File: config.mk
export PLATFORM = sky130hd
export DESIGN_NAME = hc164_driver
export DESIGN_NICKNAME = d
export VERILOG_FILES = /design/src/rtl/hc_chain_pkg.sv /design/src/rtl/hc164_driver.sv
export SDC_FILE = /design/constraint.sdc
export NUM_CORES = 1
export LEC_CHECK = 0
export ABC_AREA = 1
export BUFFER_PORTS_ARGS = -buffer_cell sky130_fd_sc_hd__buf_4
export CAP_MARGIN = 10
export CORE_MARGIN = 1
export CORE_UTILIZATION = 55
export DETAILED_ROUTE_END_ITERATION = 8
export MAX_ROUTING_LAYER = met4
export PLACE_DENSITY = 0.85
export SLEW_MARGIN = 10
export SYNTH_ARGS = -nofsm -noshare
export SYNTH_HDL_FRONTEND = slang
export SYNTH_SLANG_ARGS = --single-unit
File: constraint.sdc
create_clock -name clk -period 1.78 [get_ports clk]
set_input_delay 0.356 -clock clk [delete_from_list [all_inputs] [get_ports clk]]
set_output_delay 0.356 -clock clk [all_outputs]
set_load 0.1 [all_outputs]
File: src/rtl/hc_chain_pkg.sv
// Shared definitions for the 74HC164 chain driver and the behavioural chain models.
package hc_chain_pkg;

    typedef enum logic [2:0] {
        IDLE,
        CLEAR,
        SHIFT_LO,
        SHIFT_HI,
        DONE
    } hc_state_e;

    // Clock-to-output delay of the behavioural 164 models, in simulation time units.
    localparam int HC_TPD = 1;

endpackage

File: src/rtl/hc164_driver.sv
// Loads a word over valid/ready and shifts it MSB-first into a daisy chain of 74HC164s,
// generating the chain's shift clock, serial data and clear line.
module hc164_driver
    import hc_chain_pkg::*;
#(
    parameter int NBYTES  = 1,
    parameter int CLK_DIV = 2
) (
    input  logic                clk,
    input  logic                clr_n,
    input  logic                s_valid,
    output logic                s_ready,
    input  logic [8*NBYTES-1:0] s_data,
    input  logic                clr_req,
    output logic                busy,
    output logic                done,
    output logic                sr_clk,
    output logic                sr_d,
    output logic                sr_clr_n
);

    localparam int W  = 8 * NBYTES;
    localparam int PW = $clog2(CLK_DIV + 1);
    localparam int BW = (W > 1) ? $clog2(W) : 1;
    localparam logic [PW-1:0] PHASE_LAST = PW'(CLK_DIV - 1);
    localparam logic [BW-1:0] BIT_LAST   = BW'(W - 1);

    hc_state_e     state, state_next;
    logic [PW-1:0] phase_cnt, phase_next;
    logic [BW-1:0] bit_cnt, bit_next;
    logic [W-1:0]  shift_buf, buf_next;
    logic          done_next, sr_clk_next, sr_clr_n_next;
    logic          phase_end;

    assign s_ready   = (state == IDLE);
    assign busy      = !s_ready;
    assign phase_end = (phase_cnt == '0);

    // The buffer MSB is the serial data flop: it only moves when a new low phase starts,
    // and after the last bit it simply holds until the next load.
    assign sr_d = shift_buf[W-1];

    always_ff @(posedge clk or negedge clr_n) begin
        if (!clr_n) begin
            state     <= IDLE;
            phase_cnt <= '0;
            bit_cnt   <= '0;
            shift_buf <= '0;
            done      <= 1'b0;
            sr_clk    <= 1'b0;
            sr_clr_n  <= 1'b0;
        end else begin
            state     <= state_next;
            phase_cnt <= phase_next;
            bit_cnt   <= bit_next;
            shift_buf <= buf_next;
            done      <= done_next;
            sr_clk    <= sr_clk_next;
            sr_clr_n  <= sr_clr_n_next;
        end
    end

    always_comb begin
        state_next    = state;
        phase_next    = phase_cnt;
        bit_next      = bit_cnt;
        buf_next      = shift_buf;
        done_next     = 1'b0;
        sr_clk_next   = sr_clk;
        sr_clr_n_next = 1'b1;

        case (state)
            IDLE: begin
                sr_clk_next = 1'b0;
                if (clr_req) begin
                    state_next    = CLEAR;
                    phase_next    = PHASE_LAST;
                    sr_clr_n_next = 1'b0;
                end else if (s_valid) begin
                    state_next = SHIFT_LO;
                    phase_next = PHASE_LAST;
                    bit_next   = BIT_LAST;
                    buf_next   = s_data;
                end
            end
            CLEAR: begin
                if (phase_end) begin
                    state_next = IDLE;
                end else begin
                    phase_next    = phase_cnt - PW'(1);
                    sr_clr_n_next = 1'b0;
                end
            end
            SHIFT_LO: begin
                if (phase_end) begin
                    state_next  = SHIFT_HI;
                    phase_next  = PHASE_LAST;
                    sr_clk_next = 1'b1;
                end else begin
                    phase_next = phase_cnt - PW'(1);
                end
            end
            SHIFT_HI: begin
                if (phase_end) begin
                    sr_clk_next = 1'b0;
                    if (bit_cnt == '0) begin
                        state_next = DONE;
                        done_next  = 1'b1;
                    end else begin
                        state_next = SHIFT_LO;
                        phase_next = PHASE_LAST;
                        bit_next   = bit_cnt - BW'(1);
                        buf_next   = {shift_buf[W-2:0], 1'b0};
                    end
                end else begin
                    phase_next = phase_cnt - PW'(1);
                end
            end
            DONE: begin
                state_next = IDLE;
            end
            default: begin
                state_next = IDLE;
            end
        endcase
    end

endmodule

==> results.cfg, run 1 <==
[synth]
synth.avg_cell_area_um2 = 7.088
synth.cells.most_frequent = 81 x nand2_1, 19 x dfrtp_1, 16 x inv_1, 11 x nand3_1, 6 x nor2_1
ys_seq_area_frac = 0.4090
synth_area_leader_cell = dfrtp_1
synth_top_area_frac = 0.4090
synth_warnings = 0
synth_seq_cells = 19
synth_cells = 164
async_flop_share = 1.000
synth_edf_count = 0
synth_ff_type = dfrtp_1
synth.distinct_cells = 23
synth.most_common_cell = nand2_1
syn_nets = 181
synth_area_leaders = dfrtp_1 41%, nand2_1 26%, ha_1 5.4%
syn-cell-area_mm2 = 0.001162

[detailed_routing]
met3_length_um = 129
drt_first_pass_iters = 4
drt-wirelength-per-cell_um = 10.92
routed_wl_mm = 2.305
drc = 0
vias_per_cell = 5.005
m1WireLength_mm = 1.010
vias = 1056
wl_met2_mm = 1.144
top_layer = met4
drt_iter0_drc = 46
antenna_left = 0

[timing]
timing.hold.ws_ns = 0.3583
final-hold-violation-count = 0
tns_ns = 0
worstMarginPinSlew_ns = 0.4109
slew_headroom = 0.7258
drv_slew = 0
finalCritPeriodShare = 0.9468
finalCriticalPeriod_ns = 1.685
fin_worst_skew_ns = 0.004108
max_freq_ghz = 0.5933
rsz0062_at_grt = false
setup_violations = 0

[critical_path]
cp-start-kind = flip-flop
setup.worst_path.class = reg -> out
slowest_stage = dfrtp_1
reg2reg_slack_ns = 0.23
ff2ff_path_depth = 8
cp_cell_sequence = nor2_4 > nand2_4 > clkinvlp_4 > buf_6
r2r_end = shift_buf[5]
path_max_fanout = 6
cp_slowest_stage_delay_ns = 0.48
cp-end-kind = primary output
reg2reg_from = phase_cnt[0]
required_ns = 1.42
cp.arrival_ns = 1.33

[clocking]
cts_buffers = 3
cts_tree = built
clock-sinks = 19
cts.path.max_buffers = 2
clk_pin_slew_ns = 0.11
clk_latency_ns = 0.29
h-tree-depth = 1
cts-root-buf = clkbuf_4

[global_route]
grt_pass1_vias = 849
track_usage = 0.2302
overflow = 0
grt_antenna_before_repair = 0
grt_pass1_wl_mm = 3.588
grt_max_degree = 20

[floorplanning]
die_h_um = 47.97
start_util = 0.5865
die_w_um = 47.97
die-area_mm2 = 0.002301
num_rows = 16
io_pins = 18
core_area_mm2 = 0.001982

[cells_and_area]
drive_above_1_share = 0.1957
fill_cells = 171
final_nets = 202
regArea_um2 = 476.7
multiInputGateArea_um2 = 580.6
n_antenna_cell = 0
syn2layout_area_growth_pct = 16.04

[worst_hold_path]
hold_path_class = in -> reg
hold_depth = 5
whs_endpoint = shift_buf[4]
hold_start = s_data[4]

[placement]
io_buffers = 17
gp_congestion = 0.8784
hpwlAfterDp_mm = 1.731

[outcome]
status = complete, no violations

[run]
maxCapViolCount = 0

[power]
ir_drop_mv = 0.9723
p_per_area_mw_per_mm2 = 1875
p_leak_nw = 0.7658
[cell usage in the layout (no fill, tap or decap), types with 2 or more instances in the layout]
cell and n:
a21oi_1 2, buf_4 19, clkbuf_4 3, dfrtp_1 18
ha_1 5, inv_1 15, nand2_1 81, nand2_2 3
nand3_1 11, nand4_1 2, nor2_1 6, nor2_2 2
o21ai_0 3
[worst max path at each step]
stage | slack [ns] | startpoint | cells after the start | endpoint
floorplan | 0.12 | state[0] | 4 | s_ready
global placement | 0.30 | bit_cnt[0] | 9 | shift_buf[4]
detailed placement | 0.24 | phase_cnt[0] | 8 | shift_buf[5]
CTS | 0.008 | state[1] | 4 | s_ready
global route | 0.03 | phase_cnt[0] | 8 | bit_cnt[2]
finish | 0.09 | state[2] | 4 | s_ready
[worst max-delay path: cells and delay by family (launching register included)]
kind	cells	cell delay, ns
buffers and inverters	2	0.29
DFF	1	0.48
and+or+nand+nor	2	0.26
[through the flow]
stage | instance area (µm²) | worst slack, ns | utilization | power (W) | cells
after floorplan | 1166 | 0.1152 | - | 0.002036 | 164
after global placement | 1300 | 0.3019 | 0.6559 | 0.002236 | 205
after detailed placement | 1300 | 0.2370 | 0.6559 | 0.002304 | 205
after CTS | 1340 | 0.007800 | 0.6761 | 0.002532 | 210
after global routing | 1349 | 0.02857 | 0.6806 | 0.002773 | 211
final | 1349 | 0.09464 | 0.6806 | 0.002529 | 211
[cells by family (layout without fill, tap and decap cells)]
kind of cell | count (synthesis) | count (layout) | synth area share
buffers and inverters | 22 | 42 | 0.09149
flip-flops | 19 | 19 | 0.4090
AO/OA/AOI/OAI | 7 | 7 | 0.03552
adder cells (fa/ha/maj) | 5 | 5 | 0.05382
AND/OR/NAND/NOR | 111 | 111 | 0.4101
[final cells by class]
class,instances,share of cell area
well taps,27,0.02505
repair buffers,21,0.1215
clock buffers,4,0.01948
flip-flops and latches,19,0.3534
multi-input cells,123,0.4304
inverters,17,0.05009
[registers in the layout, indices dropped and copies added (netlist names)]
signal and cells:
bit_cnt 3, done 1, phase_cnt 2, shift_buf 8, sr_clk 1, sr_clr_n 1
state 3
[routing by layer]
| layer | global-route usage | up-vias |
|---|---|---|
| met2 | 0.3622 | 35 |
| li1 | - | 542 |
| met5 | - | - |
| met4 | 0.06667 | 0 |
| met3 | 0.03396 | 4 |
| met1 | 0.3056 | 475 |
[where the power goes]
part	total (W)	switching [W]	internal [W]	leakage, nW
clock	0.000216	0.000129	0.0000871	0.0150
combinational	0.00155	0.00107	0.000479	0.529
sequential	0.000767	0.000142	0.000626	0.222
total	0.00253	0.00134	0.00119	0.766
[timing repair]
item	in CTS	in global routing
hold buffers	1	0
setup buffers	0	1
gates resized for setup	1	1
hold endpoints to repair	19	0
pin swaps	0	1
endpoints found under the setup margin	1	2
cloned	0	0
Power figures use the tool's default switching activity.
==> run 2, diff against run 1 <==
--- a/config.mk
+++ b/config.mk
@@ -5,7 +5,6 @@
 export SDC_FILE = /design/constraint.sdc
 export NUM_CORES = 1
 export LEC_CHECK = 0
-export ABC_AREA = 1
 export BUFFER_PORTS_ARGS = -buffer_cell sky130_fd_sc_hd__buf_4
 export CAP_MARGIN = 10
 export CORE_MARGIN = 1
==> run 2 against run 1 <==
Compared with the run above: hold slack better by 0.033 ns; setup slack worse by 0.054 ns; die area decreased by 3.5%; via count decreased by 24%; fmax fell by 3.1%; critical endpoint unchanged; wire length shrank 4.8%; total power grew 2.4%; synthesized cell count shrank 42%; highest routed layer unchanged; clock skew up 0.00059 ns; sequential share of layout area is 1.0 points lower.
==> results.cfg, run 2 <==
[synth]
syn_nets = 112
ys_seq_area_frac = 0.4246
synth_seq_cells = 19
synth_warnings = 0
async_flop_share = 1.000
synth.distinct_cells = 32
synth.avg_cell_area_um2 = 11.79
synth_cells = 95
synth.cells.most_frequent = 19 x dfrtp_1, 9 x inv_1, 9 x mux2_4, 7 x mux2_2
synth.most_common_cell = dfrtp_1
synth_top_area_frac = 0.4246
syn-cell-area_mm2 = 0.001120
synth_ff_type = dfrtp_1
synth_area_leaders = dfrtp_1 42%, mux2_4 12%, mux2_2 7.0%
synth_area_leader_cell = dfrtp_1
synth_edf_count = 0

[floorplanning]
die_h_um = 47.12
num_rows = 15
start_util = 0.6151
die-area_mm2 = 0.002220
die_w_um = 47.12
io_pins = 18
core_area_mm2 = 0.001821

[detailed_routing]
drt_first_pass_iters = 4
drt-wirelength-per-cell_um = 14.93
drt_iter0_drc = 19
vias = 807
drc = 0
routed_wl_mm = 2.194
vias_per_cell = 5.490
antenna_left = 0

[outcome]
status = complete, no violations

[global_route]
grt_pass1_wl_mm = 3.601
grtUsageMet2 = 0.3944
grt_antenna_before_repair = 0
grt_use_met1 = 0.2829
grt_max_degree = 20
overflow = 0
grt_pass1_vias = 795
track_usage = 0.2548
met3_usage = 0.09231
busiest_layer = met2

[clocking]
cts_buffers = 3
h-tree-depth = 1
clk_latency_ns = 0.30
cts-root-buf = clkbuf_4
clk_pin_slew_ns = 0.10
cts.path.max_buffers = 2
clock-sinks = 19
cts_tree = built

[cells_and_area]
top_register = shift_buf
finish.utilization = 0.7629
n_antenna_cell = 0
drive_above_1_share = 0.4508
final_common_cell = buf_4
final_cell_mix = 25 x buf_4, 18 x dfrtp_1, 9 x mux2_4, 8 x inv_1, 7 x mux2_2
stdcell_count = 147
final_nets = 140
largest_register_ffs = 8
syn2layout_area_growth_pct = 24.02
top_regs = shift_buf (8), bit_cnt (3), state (3)

[critical_path]
setup.worst_path.class = reg -> out
required_ns = 1.42
cp-end-kind = primary output
cp.arrival_ns = 1.38
path_max_fanout = 4
cp-start-kind = flip-flop

[timing]
worstMarginPinSlew_ns = 0.3006
max_freq_ghz = 0.5749
drv_slew = 0
finalCriticalPeriod_ns = 1.740
tns_ns = 0
setup_violations = 0
finalCritPeriodShare = 0.9773
rsz0062_at_grt = false
final-hold-violation-count = 0
slew_headroom = 0.7989
fin_worst_skew_ns = 0.004695

[power]
p_per_area_mw_per_mm2 = 1865
p_leak_nw = 0.6908
ir_drop_mv = 1.014

[placement]
hpwlAfterDp_mm = 1.612
place_inst = 139
gp_congestion = 0.8120
io_buffers = 17

[run]
maxCapViolCount = 0

[worst_hold_path]
hold_path_class = in -> reg
-- run 2: cell types whose count changed after synthesis, sizes merged, moves of 3 or more --
| cell | delta |
|---|---|
| a21oi | +3 |
| inv | -8 |
| mux2 | +16 |
| nand3 | -10 |
| mux2i | +3 |
| nand2 | -81 |
| nor2 | -3 |
-- run 2: cell type report --
| cell class | instances | area [µm²] |
|---|---|---|
| clock buffer | 4 | 26.28 |
| fill | 131 | 431.7 |
| inverter | 9 | 37.54 |
| multi-input combinational | 63 | 599.3 |
| sequential | 19 | 476.7 |
| tap | 25 | 31.28 |
| timing repair buffer | 27 | 217.7 |
-- run 2: timing repair --
item,in CTS,in global routing
buffers inserted,2,1
endpoints found under the setup margin,2,11
pin swaps,1,1
hold buffers,1,0
gates resized for setup,4,2
hold endpoints to repair,19,0
-- run 2: worst paths after layout --
check	start	end	slack [ns]	cells past startpoint
min reg2reg	bit_cnt[0]	bit_cnt[0]	0.51	1
max in group asynchronous	clr_n	state[2]	1.11	2
max	state[0]	s_ready	0.04	3
min	s_data[0]	shift_buf[0]	0.39	3
max reg2reg	bit_cnt[0]	shift_buf[2]	0.09	6
min in group asynchronous	clr_n	bit_cnt[2]	0.45	2
-- run 2: worst max-delay path, cell delays in order, from the launching register on --
cell        delay [ns]
dfrtp_1           0.42
or3_4             0.40
clkinvlp_4        0.10
buf_12            0.17
-- run 2: per-stage QoR --
stage / hold slack (ns) / instance area, µm² / total power, W / worst slack [ns]
floorplan: 0.06041 / 1124 / 0.001989 / 0.05045
global placement: 0.2386 / 1309 / 0.002251 / 0.1514
detailed placement: 0.2440 / 1309 / 0.002321 / 0.03652
CTS: 0.3883 / 1374 / 0.002577 / 0.007058
global route: 0.3904 / 1389 / 0.002747 / 0.005886
finish: 0.3916 / 1389 / 0.002590 / 0.04043
-- run 2: logic make-up after synthesis --
kind of cell / Yosys count / synth area share
and+or+nand+nor: 24 / 0.1642
AOI/OAI and AO/OA: 14 / 0.08268
xor gates and xnor gates: 1 / 0.007823
adders and majority gates: 5 / 0.05587
muxes: 19 / 0.2179
DFF: 19 / 0.4246
buffers and inverters: 13 / 0.04692
-- run 2: report_power, final --
group	switching, W	internal [W]	total, W	leakage (nW)
sequential	0.000119	0.000615	0.000734	0.224
combinational	0.000883	0.000759	0.00164	0.451
clock	0.000127	0.0000874	0.000214	0.0150
total	0.00113	0.00146	0.00259	0.691
-- run 2: routing by layer --
layer,routed length (µm),part of all wire
met3,93,0.042
met4,73,0.033
met1,919,0.42
met5,0,0
met2,1107,0.50
